===== src/rtl/rv32_hazard_ctrl_pkg.sv =====
// Shared encodings for the RV32 hazard/forwarding controller:
// forward-select codes, FSM state codes and the scoreboard flag bundle.
package rv32_hazard_ctrl_pkg;

    localparam logic [1:0] FWD_RF    = 2'b00;
    localparam logic [1:0] FWD_EXMEM = 2'b01;
    localparam logic [1:0] FWD_MEMWB = 2'b10;

    localparam logic [1:0] ST_RUN   = 2'd0;
    localparam logic [1:0] ST_STALL = 2'd1;
    localparam logic [1:0] ST_HALT  = 2'd2;

    typedef struct packed {
        logic v;
        logic regwr;
    } sb_flag_t;

endpackage


===== src/rtl/rv32_hazard_ctrl_if.sv =====
// Pipeline <-> hazard controller bundle.
// master: pipeline side (drives ID fields, redirect, resume).
// slave: controller side (drives hold/bubble/flush, fwd, status).
interface rv32_hazard_ctrl_if #(
    parameter int REG_AW  = 5,
    parameter int RDR_STG = 3,
    parameter int CNT_W   = 16
);
    logic              id_valid;
    logic [REG_AW-1:0] id_rs1;
    logic [REG_AW-1:0] id_rs2;
    logic              id_use1;
    logic              id_use2;
    logic [REG_AW-1:0] id_rd;
    logic              id_regwr;
    logic              id_memrd;
    logic              id_halt;
    logic              redirect;
    logic              resume;
    logic               hold_pc;
    logic               hold_ifid;
    logic               bubble_ex;
    logic [RDR_STG-1:0] flush_o;
    logic [1:0]         fwd_a;
    logic [1:0]         fwd_b;
    logic               halted;
    logic [CNT_W-1:0]   stall_cnt;
    logic [CNT_W-1:0]   flush_cnt;

    modport master (
        output id_valid, id_rs1, id_rs2, id_use1, id_use2,
        output id_rd, id_regwr, id_memrd, id_halt,
        output redirect, resume,
        input  hold_pc, hold_ifid, bubble_ex, flush_o,
        input  fwd_a, fwd_b, halted, stall_cnt, flush_cnt
    );

    modport slave (
        input  id_valid, id_rs1, id_rs2, id_use1, id_use2,
        input  id_rd, id_regwr, id_memrd, id_halt,
        input  redirect, resume,
        output hold_pc, hold_ifid, bubble_ex, flush_o,
        output fwd_a, fwd_b, halted, stall_cnt, flush_cnt
    );
endinterface


===== src/rtl/rv32_hazard_ctrl_sb_entry_cmp.sv =====
// Compare one source operand against one scoreboard entry.
// Ports: src_use/src (operand), ent_v/ent_regwr/ent_rd (entry), hit.
module sb_entry_cmp #(
    parameter int REG_AW = 5
) (
    input  logic              src_use,
    input  logic [REG_AW-1:0] src,
    input  logic              ent_v,
    input  logic              ent_regwr,
    input  logic [REG_AW-1:0] ent_rd,
    output logic              hit
);
    assign hit = src_use && ent_v && ent_regwr &&
                 (ent_rd != '0) && (ent_rd == src);
endmodule


===== src/rtl/rv32_hazard_ctrl.sv =====
// Hazard/forwarding controller for the 5-stage RV32 pipeline.
// Ports: clk, rst (async, active-low), hz (slave side of the bundle).
module rv32_hazard_ctrl
    import rv32_hazard_ctrl_pkg::*;
#(
    parameter int REG_AW   = 5,
    parameter int FWD_EN   = 1,
    parameter int LOAD_LAT = 1,
    parameter int RDR_STG  = 3,
    parameter int CNT_W    = 16
) (
    input logic               clk,
    input logic               rst,
    rv32_hazard_ctrl_if.slave hz
);
    // The detect cycle is the first bubble; STALL covers the rest.
    localparam logic [1:0] LAT_M1 = 2'(LOAD_LAT - 1);

    sb_flag_t          ex_f, mem_f, wb_f;
    logic              ex_ld, ex_use1, ex_use2;
    logic [REG_AW-1:0] ex_rd, mem_rd, wb_rd, ex_rs1, ex_rs2;
    logic [1:0]        st, st_n, lcnt, lc_n;
    logic              res_lock;
    logic [CNT_W-1:0]  s_cnt, f_cnt;

    // 0/1: ID vs EX, 2/3: ID vs MEM, 4/5: EX vs MEM, 6/7: EX vs WB
    logic [7:0]        c_use, hit;
    logic [REG_AW-1:0] c_src [8];
    logic [3:0]        e_v, e_wr;
    logic [REG_AW-1:0] e_rd [4];

    assign c_use = {ex_use2 & ex_f.v, ex_use1 & ex_f.v,
                    ex_use2 & ex_f.v, ex_use1 & ex_f.v,
                    hz.id_use2, hz.id_use1,
                    hz.id_use2, hz.id_use1};
    assign c_src = '{hz.id_rs1, hz.id_rs2, hz.id_rs1, hz.id_rs2,
                     ex_rs1, ex_rs2, ex_rs1, ex_rs2};
    assign e_v   = {wb_f.v, mem_f.v, mem_f.v, ex_f.v};
    assign e_wr  = {wb_f.regwr, mem_f.regwr, mem_f.regwr, ex_f.regwr};
    assign e_rd  = '{ex_rd, mem_rd, mem_rd, wb_rd};

    for (genvar g = 0; g < 8; g++) begin : g_cmp
        sb_entry_cmp #(.REG_AW(REG_AW)) u_cmp (
            .src_use   (c_use[g]),
            .src       (c_src[g]),
            .ent_v     (e_v[g/2]),
            .ent_regwr (e_wr[g/2]),
            .ent_rd    (e_rd[g/2]),
            .hit       (hit[g])
        );
    end

    logic lu, raw, stall_act, halt_go, res_ok, hold, adv;
    logic [1:0] fa, fb;

    assign lu  = hz.id_valid && (hit[0] || hit[1]) && ex_ld;
    // WB matches are covered by the write-first register file.
    assign raw = hz.id_valid && (|hit[3:0]);

    always_comb begin
        stall_act = 1'b0;
        if (!hz.redirect) begin
            if (FWD_EN != 0)
                stall_act = (st == ST_STALL) || (st == ST_RUN && lu);
            else
                stall_act = (st != ST_HALT) && raw;
        end
    end

    assign halt_go = hz.id_valid && hz.id_halt && !hz.redirect &&
                     !stall_act && (st != ST_HALT);
    // A resume held high releases HALT once; it must drop to re-arm.
    assign res_ok  = (st == ST_HALT) && hz.resume && !res_lock;
    assign hold    = !hz.redirect &&
                     (stall_act || halt_go || (st == ST_HALT && !res_ok));
    assign adv     = hz.id_valid && !hold && !hz.redirect;

    always_comb begin
        fa = FWD_RF;
        fb = FWD_RF;
        if (FWD_EN != 0) begin
            if (hit[4])      fa = FWD_EXMEM;
            else if (hit[6]) fa = FWD_MEMWB;
            if (hit[5])      fb = FWD_EXMEM;
            else if (hit[7]) fb = FWD_MEMWB;
        end
    end

    always_comb begin
        st_n = st;
        lc_n = lcnt;
        if (hz.redirect) begin
            st_n = ST_RUN;
            lc_n = '0;
        end else if (st == ST_HALT) begin
            if (res_ok) st_n = ST_RUN;
        end else if (stall_act) begin
            if (FWD_EN == 0) begin
                st_n = ST_STALL;
            end else if (st == ST_RUN) begin
                st_n = (LOAD_LAT > 1) ? ST_STALL : ST_RUN;
                lc_n = LAT_M1;
            end else begin
                lc_n = lcnt - 2'd1;
                st_n = (lcnt == 2'd1) ? ST_RUN : ST_STALL;
            end
        end else if (halt_go) begin
            st_n = ST_HALT;
        end else begin
            st_n = ST_RUN;
        end
    end

    always_ff @(posedge clk or negedge rst) begin
        if (!rst) begin
            st       <= ST_RUN;
            lcnt     <= '0;
            res_lock <= 1'b0;
            s_cnt    <= '0;
            f_cnt    <= '0;
        end else begin
            st       <= st_n;
            lcnt     <= lc_n;
            res_lock <= hz.resume && (res_lock || res_ok);
            if (stall_act && s_cnt != '1) s_cnt <= s_cnt + 1'b1;
            if (hz.redirect && f_cnt != '1) f_cnt <= f_cnt + 1'b1;
        end
    end

    always_ff @(posedge clk or negedge rst) begin
        if (!rst) begin
            ex_f    <= '0;
            mem_f   <= '0;
            wb_f    <= '0;
            ex_ld   <= 1'b0;
            ex_use1 <= 1'b0;
            ex_use2 <= 1'b0;
            ex_rs1  <= '0;
            ex_rs2  <= '0;
            ex_rd   <= '0;
            mem_rd  <= '0;
            wb_rd   <= '0;
        end else begin
            ex_f    <= adv ? '{1'b1, hz.id_regwr} : '0;
            ex_ld   <= adv && hz.id_memrd;
            ex_use1 <= hz.id_use1;
            ex_use2 <= hz.id_use2;
            ex_rs1  <= hz.id_rs1;
            ex_rs2  <= hz.id_rs2;
            ex_rd   <= hz.id_rd;
            if (hz.redirect && RDR_STG > 2) mem_f <= '0;
            else                            mem_f <= ex_f;
            mem_rd  <= ex_rd;
            wb_f    <= mem_f;
            wb_rd   <= mem_rd;
        end
    end

    // Combinational outputs are forced low while reset is asserted.
    assign hz.hold_pc   = rst && hold;
    assign hz.hold_ifid = rst && hold;
    assign hz.bubble_ex = rst && hold;
    assign hz.flush_o   = {RDR_STG{rst && hz.redirect}};
    assign hz.fwd_a     = rst ? fa : FWD_RF;
    assign hz.fwd_b     = rst ? fb : FWD_RF;
    assign hz.halted    = (st == ST_HALT);
    assign hz.stall_cnt = s_cnt;
    assign hz.flush_cnt = f_cnt;
endmodule

===== src/flat_wrapper.sv =====
// flat-port wrapper written by rule: the top's interface ports become plain ports
module rv32_hazard_ctrl_flat import rv32_hazard_ctrl_pkg::*;
#(
    parameter int REG_AW   = 5,
    parameter int FWD_EN   = 1,
    parameter int LOAD_LAT = 1,
    parameter int RDR_STG  = 3,
    parameter int CNT_W    = 16
)
  (clk, rst, hz_id_valid, hz_id_rs1, hz_id_rs2, hz_id_use1, hz_id_use2, hz_id_rd, hz_id_regwr, hz_id_memrd, hz_id_halt, hz_redirect, hz_resume, hz_hold_pc, hz_hold_ifid, hz_bubble_ex, hz_flush_o, hz_fwd_a, hz_fwd_b, hz_halted, hz_stall_cnt, hz_flush_cnt);
  rv32_hazard_ctrl_if #(.REG_AW(REG_AW), .RDR_STG(RDR_STG), .CNT_W(CNT_W)) hz_i ();
  input logic clk;
  input logic rst;
  input wire logic [$bits(hz_i.id_valid)-1:0] hz_id_valid;
  input wire logic [$bits(hz_i.id_rs1)-1:0] hz_id_rs1;
  input wire logic [$bits(hz_i.id_rs2)-1:0] hz_id_rs2;
  input wire logic [$bits(hz_i.id_use1)-1:0] hz_id_use1;
  input wire logic [$bits(hz_i.id_use2)-1:0] hz_id_use2;
  input wire logic [$bits(hz_i.id_rd)-1:0] hz_id_rd;
  input wire logic [$bits(hz_i.id_regwr)-1:0] hz_id_regwr;
  input wire logic [$bits(hz_i.id_memrd)-1:0] hz_id_memrd;
  input wire logic [$bits(hz_i.id_halt)-1:0] hz_id_halt;
  input wire logic [$bits(hz_i.redirect)-1:0] hz_redirect;
  input wire logic [$bits(hz_i.resume)-1:0] hz_resume;
  output wire logic [$bits(hz_i.hold_pc)-1:0] hz_hold_pc;
  output wire logic [$bits(hz_i.hold_ifid)-1:0] hz_hold_ifid;
  output wire logic [$bits(hz_i.bubble_ex)-1:0] hz_bubble_ex;
  output wire logic [$bits(hz_i.flush_o)-1:0] hz_flush_o;
  output wire logic [$bits(hz_i.fwd_a)-1:0] hz_fwd_a;
  output wire logic [$bits(hz_i.fwd_b)-1:0] hz_fwd_b;
  output wire logic [$bits(hz_i.halted)-1:0] hz_halted;
  output wire logic [$bits(hz_i.stall_cnt)-1:0] hz_stall_cnt;
  output wire logic [$bits(hz_i.flush_cnt)-1:0] hz_flush_cnt;
  assign hz_i.id_valid = hz_id_valid;
  assign hz_i.id_rs1 = hz_id_rs1;
  assign hz_i.id_rs2 = hz_id_rs2;
  assign hz_i.id_use1 = hz_id_use1;
  assign hz_i.id_use2 = hz_id_use2;
  assign hz_i.id_rd = hz_id_rd;
  assign hz_i.id_regwr = hz_id_regwr;
  assign hz_i.id_memrd = hz_id_memrd;
  assign hz_i.id_halt = hz_id_halt;
  assign hz_i.redirect = hz_redirect;
  assign hz_i.resume = hz_resume;
  assign hz_hold_pc = hz_i.hold_pc;
  assign hz_hold_ifid = hz_i.hold_ifid;
  assign hz_bubble_ex = hz_i.bubble_ex;
  assign hz_flush_o = hz_i.flush_o;
  assign hz_fwd_a = hz_i.fwd_a;
  assign hz_fwd_b = hz_i.fwd_b;
  assign hz_halted = hz_i.halted;
  assign hz_stall_cnt = hz_i.stall_cnt;
  assign hz_flush_cnt = hz_i.flush_cnt;
  rv32_hazard_ctrl #(.REG_AW(REG_AW), .FWD_EN(FWD_EN), .LOAD_LAT(LOAD_LAT), .RDR_STG(RDR_STG), .CNT_W(CNT_W)) u_core (.clk(clk), .rst(rst), .hz(hz_i));
endmodule

===== config.mk =====
export PLATFORM = sky130hd
export DESIGN_NAME = rv32_hazard_ctrl_flat
export DESIGN_NICKNAME = d
export VERILOG_FILES = /design/src/rtl/rv32_hazard_ctrl_pkg.sv /design/src/rtl/rv32_hazard_ctrl_if.sv /design/src/rtl/rv32_hazard_ctrl_sb_entry_cmp.sv /design/src/rtl/rv32_hazard_ctrl.sv /design/src/flat_wrapper.sv
export SDC_FILE = /design/constraint.sdc
export NUM_CORES = 1
export LEC_CHECK = 0
export ABC_AREA = 0
export CORE_UTILIZATION = 40
export CTS_CLUSTER_SIZE = 14
export DETAILED_ROUTE_END_ITERATION = 7
export PLACE_DENSITY = 0.65
export SETUP_SLACK_MARGIN = 0.1
export SYNTH_ARGS = -nofsm -noshare
export SYNTH_HDL_FRONTEND = slang
export SYNTH_SLANG_ARGS = --single-unit

===== constraint.sdc =====
create_clock -name clk -period 4 [get_ports clk]
set_clock_uncertainty 0.05 [all_clocks]
set_input_delay 0.8 -clock clk [delete_from_list [all_inputs] [get_ports clk]]
set_output_delay 0.8 -clock clk [all_outputs]
set_load 0.02 [all_outputs]

# After elaboration in Yosys (flattened, before gate mapping)
# Index checks and enable logic that the tools add are counted.
[word_totals] register_bits=71 latch_bits=0 ram_bits=0 romBits=0 in_bits=25 output_inout_bits=43 n_memories=0
[op_classes] n_addsub=3 n_mul=0 div=0 order_cmp=0 n_eq_ne=14 shifts=0 n_mux=20 bitwise=2 n_reduce_logical=59
[ops] op="logical AND 1 bit" count=43
[ops] op="2-to-1 mux 2 bit" count=18
[ops] op="adder 16 x 1 -> 16 bit (second input constant)" count=2
[ops] op="!= test 16 bit (second input constant)" count=2
[ops] op="equality test 5 bit" count=6
[ops] op="nonzero test 5 bit" count=3
[ops] op="logical NOT 1 bit" count=5
[ops] op="logical OR 1 bit" count=5
[ops] op="equality test 2 x 1 -> 1 bit (second input constant)" count=2
[ops] op="!= test 2 bit (second input constant)" count=2
[ops] op="!= test 3 x 2 -> 1 bit (second input constant)" count=1
[ops] op="bitwise AND 1 bit" count=2
[ops] op="equality test 2 bit (second input constant)" count=1
[ops] op="logical NOT 2 bit" count=1
[ops] op="2-to-1 mux 1 bit" count=2
[ops] op="AND reduction 2 bit" count=1
[ops] op="nonzero test 2 bit" count=1
[ops] op="subtractor 2 x 1 -> 2 bit (second input constant)" count=1

# Longest topological paths before layout
# Gate-level depths: netlist of run 1.
[depth] ltp_word=20 mapped_depth=8

# Modules after synthesis
# From an unflattened synthesis of run 1, not the netlist that was laid out.
[unflattened] cells_unflattened=274 hier_area_um2=3208.1
[modules_own_cells] mod="rv32_hazard_ctrl" instances=1 cells_each=214 area_each_um2=2772.7
[modules_own_cells] mod="sb_entry_cmp" instances=6 cells_each=10 area_each_um2=72.6

# Worst setup path before layout of run 1
# No wires, ideal clock.
[synth_timing] kind="input -> output" startpoint="in hz_id_rs1[0]" endpoint="out hz_hold_ifid" arrival_time_ns=2.610 required_time_ns=3.150 setup_slack_ns=0.540 path_stages=8 path_cell_list="xnor2_1 > nand4_1 > o22a_1 > o21a_1 > buf_6 > and2_4 > nor3b_1 > buf_4"
[synth_between] elab_chain_len=15
[synth_rtl] item="from (decl)" line="flat_wrapper.sv:15" text="input wire logic [$bits(hz_i.id_rs1)-1:0] hz_id_rs1;"
[synth_rtl] item="equality test 5 bit (*)" line="rv32_hazard_ctrl_sb_entry_cmp.sv:14" text="(ent_rd != '0) && (ent_rd == src);"
[synth_rtl] item="logical AND 1 bit (*)" line="rv32_hazard_ctrl_sb_entry_cmp.sv:14"
[synth_rtl] item="logical OR 1 bit (*)" line="rv32_hazard_ctrl.sv:56" text="assign lu = hz.id_valid && (hit[0] || hit[1]) && ex_ld;"
[synth_rtl] item="logical AND 1 bit (*) (2 in series)" line="rv32_hazard_ctrl.sv:56"
[synth_rtl] item="logical AND 1 bit (*)" line="rv32_hazard_ctrl.sv:64" text="stall_act = (st == ST_STALL) || (st == ST_RUN && lu);"
[synth_rtl] item="logical OR 1 bit (*)" line="rv32_hazard_ctrl.sv:64"
[synth_rtl] item="2-to-1 mux 1 bit (*)" line="rv32_hazard_ctrl.sv:62" text="if (!hz.redirect) begin"
[synth_rtl] item="logical NOT 1 bit" line="rv32_hazard_ctrl.sv:71" text="!stall_act && (st != ST_HALT);"
[synth_rtl] item="logical AND 1 bit" line="rv32_hazard_ctrl.sv:70" text="assign halt_go = hz.id_valid && hz.id_halt && !hz.redirect &&"
[synth_rtl] item="logical AND 1 bit" line="rv32_hazard_ctrl.sv:71"
[synth_rtl] item="logical OR 1 bit (*) (2 in series)" line="rv32_hazard_ctrl.sv:75" text="(stall_act || halt_go || (st == ST_HALT && !res_ok));"
[synth_rtl] item="logical AND 1 bit (*)" line="rv32_hazard_ctrl.sv:74" text="assign hold = !hz.redirect &&"
[synth_rtl] item="logical AND 1 bit (*)"
[synth_rtl] item="to (decl)" line="flat_wrapper.sv:26" text="output wire logic [$bits(hz_i.hold_ifid)-1:0] hz_hold_ifid;"
# Mark *: on every way between the ends. The rest lies on a longest branch, timed or not.

# Worst setup path in the final report of run 1
[layout_timing] startpoint="in hz_id_rs1[0]" endpoint="out hz_hold_pc"
[layout_between] elab_chain_len=15
[layout_rtl] item="equality test 5 bit (*)" line="rv32_hazard_ctrl_sb_entry_cmp.sv:14"
[layout_rtl] item="logical AND 1 bit (*)" line="rv32_hazard_ctrl_sb_entry_cmp.sv:14"
[layout_rtl] item="logical OR 1 bit (*)" line="rv32_hazard_ctrl.sv:56"
[layout_rtl] item="logical AND 1 bit (*) (2 in series)" line="rv32_hazard_ctrl.sv:56"
[layout_rtl] item="logical AND 1 bit (*)" line="rv32_hazard_ctrl.sv:64"
[layout_rtl] item="logical OR 1 bit (*)" line="rv32_hazard_ctrl.sv:64"
[layout_rtl] item="2-to-1 mux 1 bit (*)" line="rv32_hazard_ctrl.sv:62"
[layout_rtl] item="logical NOT 1 bit" line="rv32_hazard_ctrl.sv:71"
[layout_rtl] item="logical AND 1 bit" line="rv32_hazard_ctrl.sv:70"
[layout_rtl] item="logical AND 1 bit" line="rv32_hazard_ctrl.sv:71"
[layout_rtl] item="logical OR 1 bit (*) (2 in series)" line="rv32_hazard_ctrl.sv:75"
[layout_rtl] item="logical AND 1 bit (*)" line="rv32_hazard_ctrl.sv:74"
[layout_rtl] item="logical AND 1 bit (*)" line="rv32_hazard_ctrl.sv:160" text="assign hz.hold_pc = rst && hold;"
[layout_rtl] item="to (decl)" line="flat_wrapper.sv:25" text="output wire logic [$bits(hz_i.hold_pc)-1:0] hz_hold_pc;"
# Marks and branches as above.

==> summary.txt, run 1 <==
Yosys
  – Yosys warns: 0
  – Post-synth EDFFs: 0
  – Async set or reset register ratio after synthesis: 1.00
  – Largest area contributor in the netlist: dfrtp_1
  – Mean post-synth cell area: between 10 and 15 µm²
  – Netlist cell types: 43
  – Synth Cell Area: about 3200 µm²
  – Prevailing post-synth register cell: dfrtp_1
  – Seq cells post-synth: 71
  – Net count of the mapped netlist: 296
  – Cells after Synth: 268
  – Synth top area share: 0.562
  – Cell with the most instances after synthesis: dfrtp_1
  – Top cells by count, synth: 71 x dfrtp_1, 38 x xnor2_1, 21 x xor2_1
  – Sequential share of the synthesized area: 0.562
  – Ranking of synthesized cells by area: dfrtp_1 56%, xnor2_1 11%, xor2_1 5.8%

Finish
  – Fill count: 712
  – Finished Core Util: 0.539
  – Area grow syn2layout: 31.0%
  – Layout cells sized above 1: 0.112
  – Final net count: between 300 and 400
  – Diode count: 0

Setup path
  – Max FO, Critical Path: 4
  – CP required: roughly 3200 ps
  – Worst r2r path cells: 7
  – Critical R2R Capture: u_core.hz.flush_cnt[9]
  – Reg2Reg Setup Slack: 1790 ps
  – CP Launch Type: input pin
  – Critical path class: in2out
  – RR Startpoint: u_core.hz.flush_cnt[0]
  – CP arrival: 2850 ps
  – Crit path capture type: output port

Power
  – Clock power share: 0.339
  – Reg power frac: 0.496
  – Sw frac: 0.284
  – VDD IR max: between 0.3 and 0.4 mV
  – Lkg Pwr: 0.00172 µW
  – Sw power: 480 µW
  – Logic pwr share: 0.165
  – Pwr/cell area: 408 nW/µm²
  – Int Pwr: 1210 µW

Routing
  – Number of remaining DRC errors: 0
  – Drt wl/cell: 14.1 µm
  – Final antenna-violating net count: 0
  – Routed wire length: around 6.4 mm
  – TritonRoute pass-1 iters: 4
  – Via density per instance: 4.83
  – Drt first-iter violations: 53
  – Via count: about 2200

STA
  – Worst-margin pin slew: between 500 and 600 ps
  – RSZ-0062 raised after global routing: no
  – Achievable Freq: ~270 MHz
  – Post-route setup TNS: 0 ps
  – # setup viols final: 0
  – Relative slew margins: 0.601
  – Final period utilization: 0.925
  – Crit path time final: approximately 3700 ps
  – Hold Violations, Final: 0
  – Pins over their slew limit: 0

Clocking
  – Clk_lat worst skew: between 300 and 400 ps
  – Setup Fix Bufs, Post-CTS: 0
  – CTS max path bufs: 2
  – Root buffer cell: clkbuf_8
  – H-Tree Depth: 3
  – Cts-stage hold buffer count: 0
  – CTS tree: yes
  – TritonCTS Buffers: 9
  – Clk sinks: slightly above 70
  – Clock slew at reported path FFs: 80 ps

Floorplan
  – Io pins: 68
  – Die area: 8260 µm²
  – Initial Util: 0.411
  – Die Span X: 90.9 µm
  – Die height: 90.9 µm
  – Core area: 7690 µm²
  – # rows: 32

Global route
  – Pin count of the biggest net entering global routing: a little over 40
  – Global-route usage over all layers: 0.170
  – First-pass GRT wire length: between 10 and 15 mm
  – GR Overflow Total: 0
  – Initial antenna violation count: 0
  – Vias in the first global route: 2269

Place
  – Dpl hpwl: 4.86 mm
  – RD Place Congestion: around 0.79
  – Input/output buffers: 67

Status
  – Status: finished clean

Run
  – Max-capacitance violation count: 0

Worst hold path
  – Worst hold path class: in2async
## through the flow
stage / cell area (µm²) / hold slack [ps] / power [µW] / setup WS [ps] / cells
after global placement: 3940 / 312 / 1130 / -23.4 / 435
final: 4140 / 203 / 1690 / 301 / 451
after floorplan: 3160 / 304 / 982 / 540 / 268
after CTS: 4140 / 189 / 1710 / 277 / 451
after detailed placement: 3940 / 311 / 1130 / 7.54 / 435
after global routing: 4140 / 185 / 1780 / 181 / 451
## cell usage in the layout (no fill, tap or decap), types with 2 or more instances in the layout
| cell type | Yosys | final |
|---|---|---|
| or4_4 | 2 | 2 |
| inv_1 | 10 | 10 |
| nor2b_1 | 2 | 2 |
| nand4_1 | 16 | 16 |
| or4_1 | 4 | 4 |
| o21a_1 | 2 | 2 |
| dfrtp_1 | 71 | 71 |
| mux2_2 | 2 | 2 |
| and2_1 | 3 | 3 |
| dlygate4sd2_1 | 0 | 3 |
| nand2_1 | 17 | 17 |
| clkdlybuf4s50_1 | 0 | 63 |
| ha_1 | 3 | 3 |
| clkbuf_8 | 0 | 9 |
| xnor2_1 | 38 | 38 |
| nor4_1 | 4 | 4 |
| a21oi_1 | 2 | 2 |
| nand3_1 | 10 | 10 |
| nor3_2 | 2 | 2 |
| nor4b_2 | 2 | 2 |
| xor2_1 | 21 | 21 |
| buf_4 | 4 | 6 |
| and4_1 | 2 | 2 |
| nor2_1 | 20 | 20 |
| nor3_1 | 7 | 7 |
| clkinv_4 | 0 | 4 |
| and3_1 | 2 | 2 |
## metal layers
layer	routed length [µm]	vias up	GRT usage
met1	2810	1047	0.220
met2	3130	48	0.273
met3	317	8	0.0471
met4	102	0	0.0608
met5	0	-	0
li1	-	1077	-
## logic make-up after synthesis
logic type,share of synthesized area
and+or+nand+nor,0.181
DFF,0.562
xor gates and xnor gates,0.164
buffers and inverters,0.0309
AOI/OAI and AO/OA,0.0432
adders and majority gates,0.0119
muxes,0.00713
## how the worst max path moves through the flow
stage / startpoint / to / slack [ps] / cells past startpoint
finish: hz_id_rs1[0] / hz_hold_pc / 300 / 9
CTS: hz_id_rs1[0] / hz_hold_ifid / 280 / 9
global placement: hz_id_rs1[0] / hz_bubble_ex / -20 / 9
detailed placement: hz_id_rs1[2] / hz_hold_ifid / 8 / 9
floorplan: hz_id_rs1[0] / hz_hold_ifid / 540 / 8
global route: hz_id_rs1[0] / hz_hold_pc / 180 / 9
## state kept, by name, summed over array words and instances (netlist names)
signal	flops
u_core.ex_rs2	5
u_core.lcnt	2
u_core.ex_use2	1
u_core.res_lock	1
u_core.ex_rd	5
u_core.e_wr	3
u_core.mem_rd	5
u_core.hz.flush_cnt	16
u_core.e_v	3
u_core.wb_rd	5
u_core.st	2
u_core.hz.stall_cnt	16
u_core.ex_rs1	5
u_core.ex_ld	1
u_core.ex_use1	1
## power groups by stage
stage | clock network, µW | registers [µW] | logic, µW
after floorplan | 0 | 883 | 99.1
after global placement | 0 | 850 | 277
after detailed placement | 0 | 851 | 283
after CTS | 589 | 838 | 283
after global routing | 627 | 848 | 304
final | 573 | 838 | 279
## critical path: stages
cell and delay, ps:
clkdlybuf4s50_1 510, xnor2_1 130, nand4_1 140, o22a_1 240
o21a_1 190, and2_4 170, nor3b_1 190, buf_4 150
dlygate4sd2_1 330
## what timing repair did
item / in CTS / in global routing
setup endpoints to repair: 3 / 0
gates resized for setup: 3 / 0
hold endpoints to repair: 0 / 0
## area by class of cell
type                            count  area, µm²  area share
Clock buffer                        9        124      0.0299
Clock inverter                      7       81.3      0.0196
Inverter                           10       37.5     0.00907
Multi-Input combinational cell    179       1290       0.311
Sequential cell                    71       1780       0.429
Tap cell                          102        128      0.0308
Timing Repair Buffer               73        707       0.171
Power figures use the tool's default switching activity.
==> run 2, diff against run 1 <==
Settings changed: CORE_UTILIZATION 40 to 54, PLACE_DENSITY 0.65 to 0.84.
==> run 2 against run 1 <==
  * Worst setup slack got worse by 74 ps
  * Core utilization increased by 20 points
  * Sequential share of layout area increased by 0.47 points
  * Sequential power about the same
  * Clock power decreased by 1%
  * Fmax decreased by 2.0%
  * Sequential cell count unchanged
  * Critical endpoint is now hz_bubble_ex
  * Largest cell class unchanged
==> summary.txt, run 2 (synthesis gave the netlist of run 1 again) <==
Clocking
  – H-Tree Depth: 3
  – TritonCTS Buffers: 9
  – Clock slew at reported path FFs: ~70 ps
  – CTS tree: yes
  – Root buffer cell: clkbuf_8
  – Clk_lat worst skew: 350 ps
  – CTS max path bufs: 2
  – Clk sinks: 71
  – Cts-stage hold buffer count: 0

Finish
  – Diode count: 0
  – Final net count: ~370
  – Most common cell after layout, fill and taps aside: dfrtp_1
  – Fin area: between 4000 and 5000 µm²
  – Multi-input gate area: 1290 µm²
  – Area grow syn2layout: 29.6%
  – Storage cell area: between 1500 and 2000 µm²
  – Commonest cells after routing, fill and taps aside: 71 x dfrtp_1, 63 x clkdlybuf4s50_1, 38 x xnor2_1, 21 x xor2_1, 20 x nor2_1
  – Layout cells sized above 1: 0.112
  – Fill count: 398

Global route
  – Initial antenna violation count: 0
  – Global-route usage over all layers: 0.246
  – First-pass GRT wire length: 11.3 mm
  – Vias in the first global route: approximately 2400
  – GR Overflow Total: 0
  – Pin count of the biggest net entering global routing: 32

Worst hold path
  – Worst hold endpoint: u_core.e_v[3]
  – Worst hold path depth: 0
  – Worst Hold Launch: u_core.e_v[1]
  – Worst hold path class: reg2reg

Place
  – Dpl hpwl: 5.04 mm
  – Input/output buffers: 67
  – Placed cell areas: 3900 µm²
  – Dpl ws: -73.4 ps
  – RD Place Congestion: 0.889

STA
  – # setup viols final: 0
  – Crit path time final: 3770 ps
  – Achievable Freq: 265 MHz
  – Hold Violations, Final: 0
  – Final period utilization: 0.943
  – Worst-margin pin slew: 656 ps
  – Pins over their slew limit: 0
  – Relative slew margins: 0.557
  – Setup ws final: 227 ps
  – RSZ-0062 raised after global routing: no

Routing
  – Final antenna-violating net count: 0
  – Via count: roughly 2300
  – TritonRoute pass-1 iters: 5
  – Drt first-iter violations: ~110
  – Number of remaining DRC errors: 0
  – Via density per instance: 5.43
  – Drt wl/cell: approximately 16 µm
  – Routed wire length: around 6.7 mm

Setup path
  – CP startpoint: hz_id_rs1[0]
  – Crit path max-delay cell type: clkdlybuf4s50_1
  – Critical path class: in2out
  – Crit path capture type: output port
  – CP Launch Type: input pin
  – CP required: 3150 ps
  – CP arrival: around 2900 ps
  – Max FO, Critical Path: 3
  – Critical R2R Capture: u_core.hz.flush_cnt[13]
  – Cell breakdown of the critical path: clkdlybuf4s50_1 -> xnor2_1 -> nand4_1 -> o22a_1 -> o21a_1 -> and2_4 -> nor3b_1 -> dlygate4sd2_1
  – Worst r2r path cells: 7
  – RR Startpoint: u_core.hz.flush_cnt[0]
  – Max stage delay on crit path: 530 ps
  – Reg2Reg Setup Slack: between 1500 and 2000 ps

Power
  – VDD IR max: around 0.4 mV
  – Lkg Pwr: 0.00172 µW
  – Total power: 1680 µW
  – Pwr/cell area: 411 nW/µm²

Run
  – Max-capacitance violation count: 0

Status
  – Status: finished clean

Floorplan
  – Die height: 78.5 µm
  – Io pins: 68
  – # rows: 27
  – Initial Util: 0.567
  – Core area: 5570 µm²
  – Die Span X: approximately 79 µm
  – Die area: 6160 µm²
[run 2: cell types whose count changed in the layout (fill, tap and decap cells not counted)]
cell        change
clkinvlp_4      +1
clkbuf_8        +1
inv_6           -1
clkinv_2        +3
clkinv_4        -4
[run 2: repair_timing]
action                     CTS  global route
setup endpoints to repair    3             0
buffers inserted             0             0
gates resized for setup      3             0
[run 2: where the power goes]
part | internal, µW | switching (µW)
clock | 301 | 264
sequential | 772 | 64.6
combinational | 146 | 137
[run 2: worst max-delay path by stage]
stage,to,slack (ps)
finish,hz_bubble_ex,230
global placement,hz_bubble_ex,-20
detailed placement,hz_bubble_ex,-70
global route,hz_bubble_ex,110
floorplan,hz_hold_ifid,540
CTS,hz_bubble_ex,200
[run 2: critical path: cells and delay by family]
family	cells	cell delay (ps)
xor gates and xnor gates	1	150
and+or+nand+nor	3	620
buffers and inverters	2	920
AOI/OAI and AO/OA	2	440
[run 2: layer usage]
metal | vias up | wire (µm) | global-route usage
li1 | 1077 | - | -
met1 | 1120 | 2840 | 0.292
met2 | 71 | 3320 | 0.408
met3 | 17 | 345 | 0.0616
met4 | 0 | 220 | 0.137
met5 | - | 0 | 0
[run 2: final cells by class]
type | count | area share
Sequential cell | 71 | 0.434
Tap cell | 72 | 0.0220
Clock inverter | 6 | 0.0147
Timing Repair Buffer | 73 | 0.173
Inverter | 10 | 0.00917
Clock buffer | 10 | 0.0336
Multi-Input combinational cell | 179 | 0.314
[run 2: metrics by stage]
stage	hold slack (ps)	cells	setup TNS, ps	util
after CTS	328	421	0	0.735
final	329	421	0	0.735
after detailed placement	311	405	-204	0.700
after global routing	329	421	0	0.735
after global placement	311	405	-60.8	0.700
after floorplan	304	268	0	-
==> run 3, diff against run 2 <==
Settings changed: CELL_PAD_IN_SITES_DETAIL_PLACEMENT from default to 1, CELL_PAD_IN_SITES_GLOBAL_PLACEMENT from default to 2, CORE_UTILIZATION 54 to 35, PLACE_DENSITY 0.84 to 0.87, TNS_END_PERCENT from default to 1.
==> run 3 against run 2 <==
  * Worst setup slack improved by 47 ps
  * Critical path type unchanged
  * Sequential share of layout area decreased by 0.69 points
  * Global-route usage decreased by 8.2 points
  * Final area increased by 1.6%
  * Cell count increased by 8.6%
  * Largest cell class unchanged
  * Critical endpoint is now hz_hold_pc
  * Non-clock buffer count unchanged
  * Die area increased by 53%
  * Count of clock-buffer cells in the layout unchanged
  * Via count decreased by 2.2%
==> summary.txt, run 3 (synthesis gave the netlist of run 1 again) <==
Status
  – Status: finished clean

Power
  – Reg power frac: 0.479
  – Logic pwr share: 0.160
  – Clock power share: 0.361
  – Sw power: 478 µW
  – Pwr/cell area: 420 nW/µm²
  – VDD IR max: 0.275 mV
  – Sw frac: 0.273
  – Int Pwr: 1270 µW
  – Lkg Pwr: 0.00173 µW

Floorplan
  – Core area: 8720 µm²
  – Io pins: 68
  – Die Span X: between 90 and 100 µm
  – # rows: 34
  – Initial Util: 0.362
  – Die area: 9410 µm²
  – Die height: just under 100 µm

Global route
  – Vias in the first global route: ~2500
  – First-pass GRT wire length: 12.1 mm
  – Global-route usage over all layers: 0.164
  – GR Overflow Total: 0
  – Initial antenna violation count: 0
  – Pin count of the biggest net entering global routing: 42

STA
  – Worst-margin pin slew: approximately 630 ps
  – # setup viols final: 0
  – Crit path time final: 3730 ps
  – Relative slew margins: 0.573
  – Hold Violations, Final: 0
  – RSZ-0062 raised after global routing: no
  – Pins over their slew limit: 0
  – Post-route setup TNS: 0 ps
  – Achievable Freq: approximately 270 MHz
  – Final period utilization: 0.931

Clocking
  – Setup Fix Bufs, Post-CTS: 0
  – H-Tree Depth: 3
  – Root buffer cell: clkbuf_8
  – Clock slew at reported path FFs: roughly 80 ps
  – Clk sinks: about 70
  – Clk_lat worst skew: 340 ps
  – CTS max path bufs: 2
  – TritonCTS Buffers: 9
  – CTS tree: yes

Finish
  – Cell Count, Final, Fillers Out: 457
  – Diode count: 0
  – Layout cells sized above 1: 0.109
  – Fill count: roughly 950
  – Area grow syn2layout: 31.7%
  – Commonest cells after routing, fill and taps aside: 71 x dfrtp_1, 63 x clkdlybuf4s50_1, 38 x xnor2_1, 21 x xor2_1, 20 x nor2_1
  – Most common cell after layout, fill and taps aside: dfrtp_1
  – Final net count: 372

Setup path
  – Crit path capture type: output port
  – CP required: about 3200 ps
  – Cell breakdown of the critical path: clkdlybuf4s50_1 -> xnor2_1 -> nand4_1 -> o22a_1 -> o21a_1 -> and2_4 -> nor3b_1 -> buf_4 -> dlygate4sd2_1
  – CP Launch Type: input pin
  – CP arrival: 2880 ps
  – Max stage delay on crit path: 530 ps
  – Critical path class: in2out
  – Crit path max-delay cell type: clkdlybuf4s50_1
  – Max FO, Critical Path: 4

Routing
  – Routed wire length: between 7 and 8 mm
  – Drt wl/cell: 15.7 µm
  – Drt first-iter violations: 35
  – Via count: 2235
  – Number of remaining DRC errors: 0
  – Final antenna-violating net count: 0
  – Via density per instance: 4.89
  – TritonRoute pass-1 iters: 4

Place
  – Input/output buffers: 67
  – RD Place Congestion: 0.747
  – Dpl hpwl: 5.45 mm
  – Post-Place Cells: 441

Worst hold path
  – Worst hold path class: reg2reg

Run
  – Max-capacitance violation count: 0
==> run 3: area by class of cell <==
| type | count | area (µm²) | share of cell area |
|---|---|---|---|
| clock buffers | 10 | 128 | 0.0307 |
| flip-flops and latches | 71 | 1780 | 0.427 |
| multi-input cells | 179 | 1290 | 0.309 |
| repair buffers | 73 | 707 | 0.170 |
| clock inverters | 6 | 91.3 | 0.0219 |
| well taps | 108 | 135 | 0.0325 |
| inverters | 10 | 37.5 | 0.00902 |
==> run 3: per-layer routing <==
metal  vias to the layer above  share of wire  global-route usage
met1                      1102           0.45               0.200
met4                         0          0.011              0.0482
met2                        46           0.50               0.278
li1                       1080              -                   -
met3                         7          0.042              0.0491
met5                         -              0                   0
==> run 3: stage by stage <==
stage	setup WS (ps)	util	power, µW	hold WS [ps]	area (µm²)
4_1_cts	254	0.477	1770	337	4160
5_1_grt	117	0.477	1840	331	4160
3_3_place_gp	38.1	0.453	1130	311	3950
3_5_place_dp	19.0	0.453	1140	320	3950
2_1_floorplan	540	-	982	304	3160
6_report	274	0.477	1750	333	4160
==> run 3: repair_timing <==
| item | 4_1_cts | 5_1_grt |
|---|---|---|
| hold buffers | 0 | 0 |
| gates resized for setup | 3 | 0 |
| setup endpoints to repair | 3 | 0 |
==> run 3: path summary, 6_finish.rpt <==
path,start,endpoint,slack (ps),cells past startpoint
setup / recovery,hz_id_rs1[1],hz_hold_pc,270,9
hold / removal,u_core.e_v[1],u_core.e_v[3],330,0
setup reg to reg,u_core.hz.flush_cnt[0],u_core.hz.flush_cnt[13],1770,7
hold reg to reg,u_core.e_v[1],u_core.e_v[3],330,0
max in group asynchronous,rst,u_core.ex_ld,2570,3
min in group asynchronous,rst,u_core.wb_rd[0],450,2
==> run 3: power groups by stage <==
stage	Sequential, µW	Clock, µW	Combinational [µW]
after floorplan	883	0	99.1
after global placement	851	0	278
after detailed placement	852	0	284
after CTS	840	648	285
after global routing	850	680	306
final	838	631	280
==> run 3: worst max-delay path, delay by kind of cell <==
family | cells | cell delay, ps
and+or+nand+nor | 3 | 510
AOI/OAI and AO/OA | 2 | 420
xor gates and xnor gates | 1 | 140
buffers and inverters | 3 | 1020
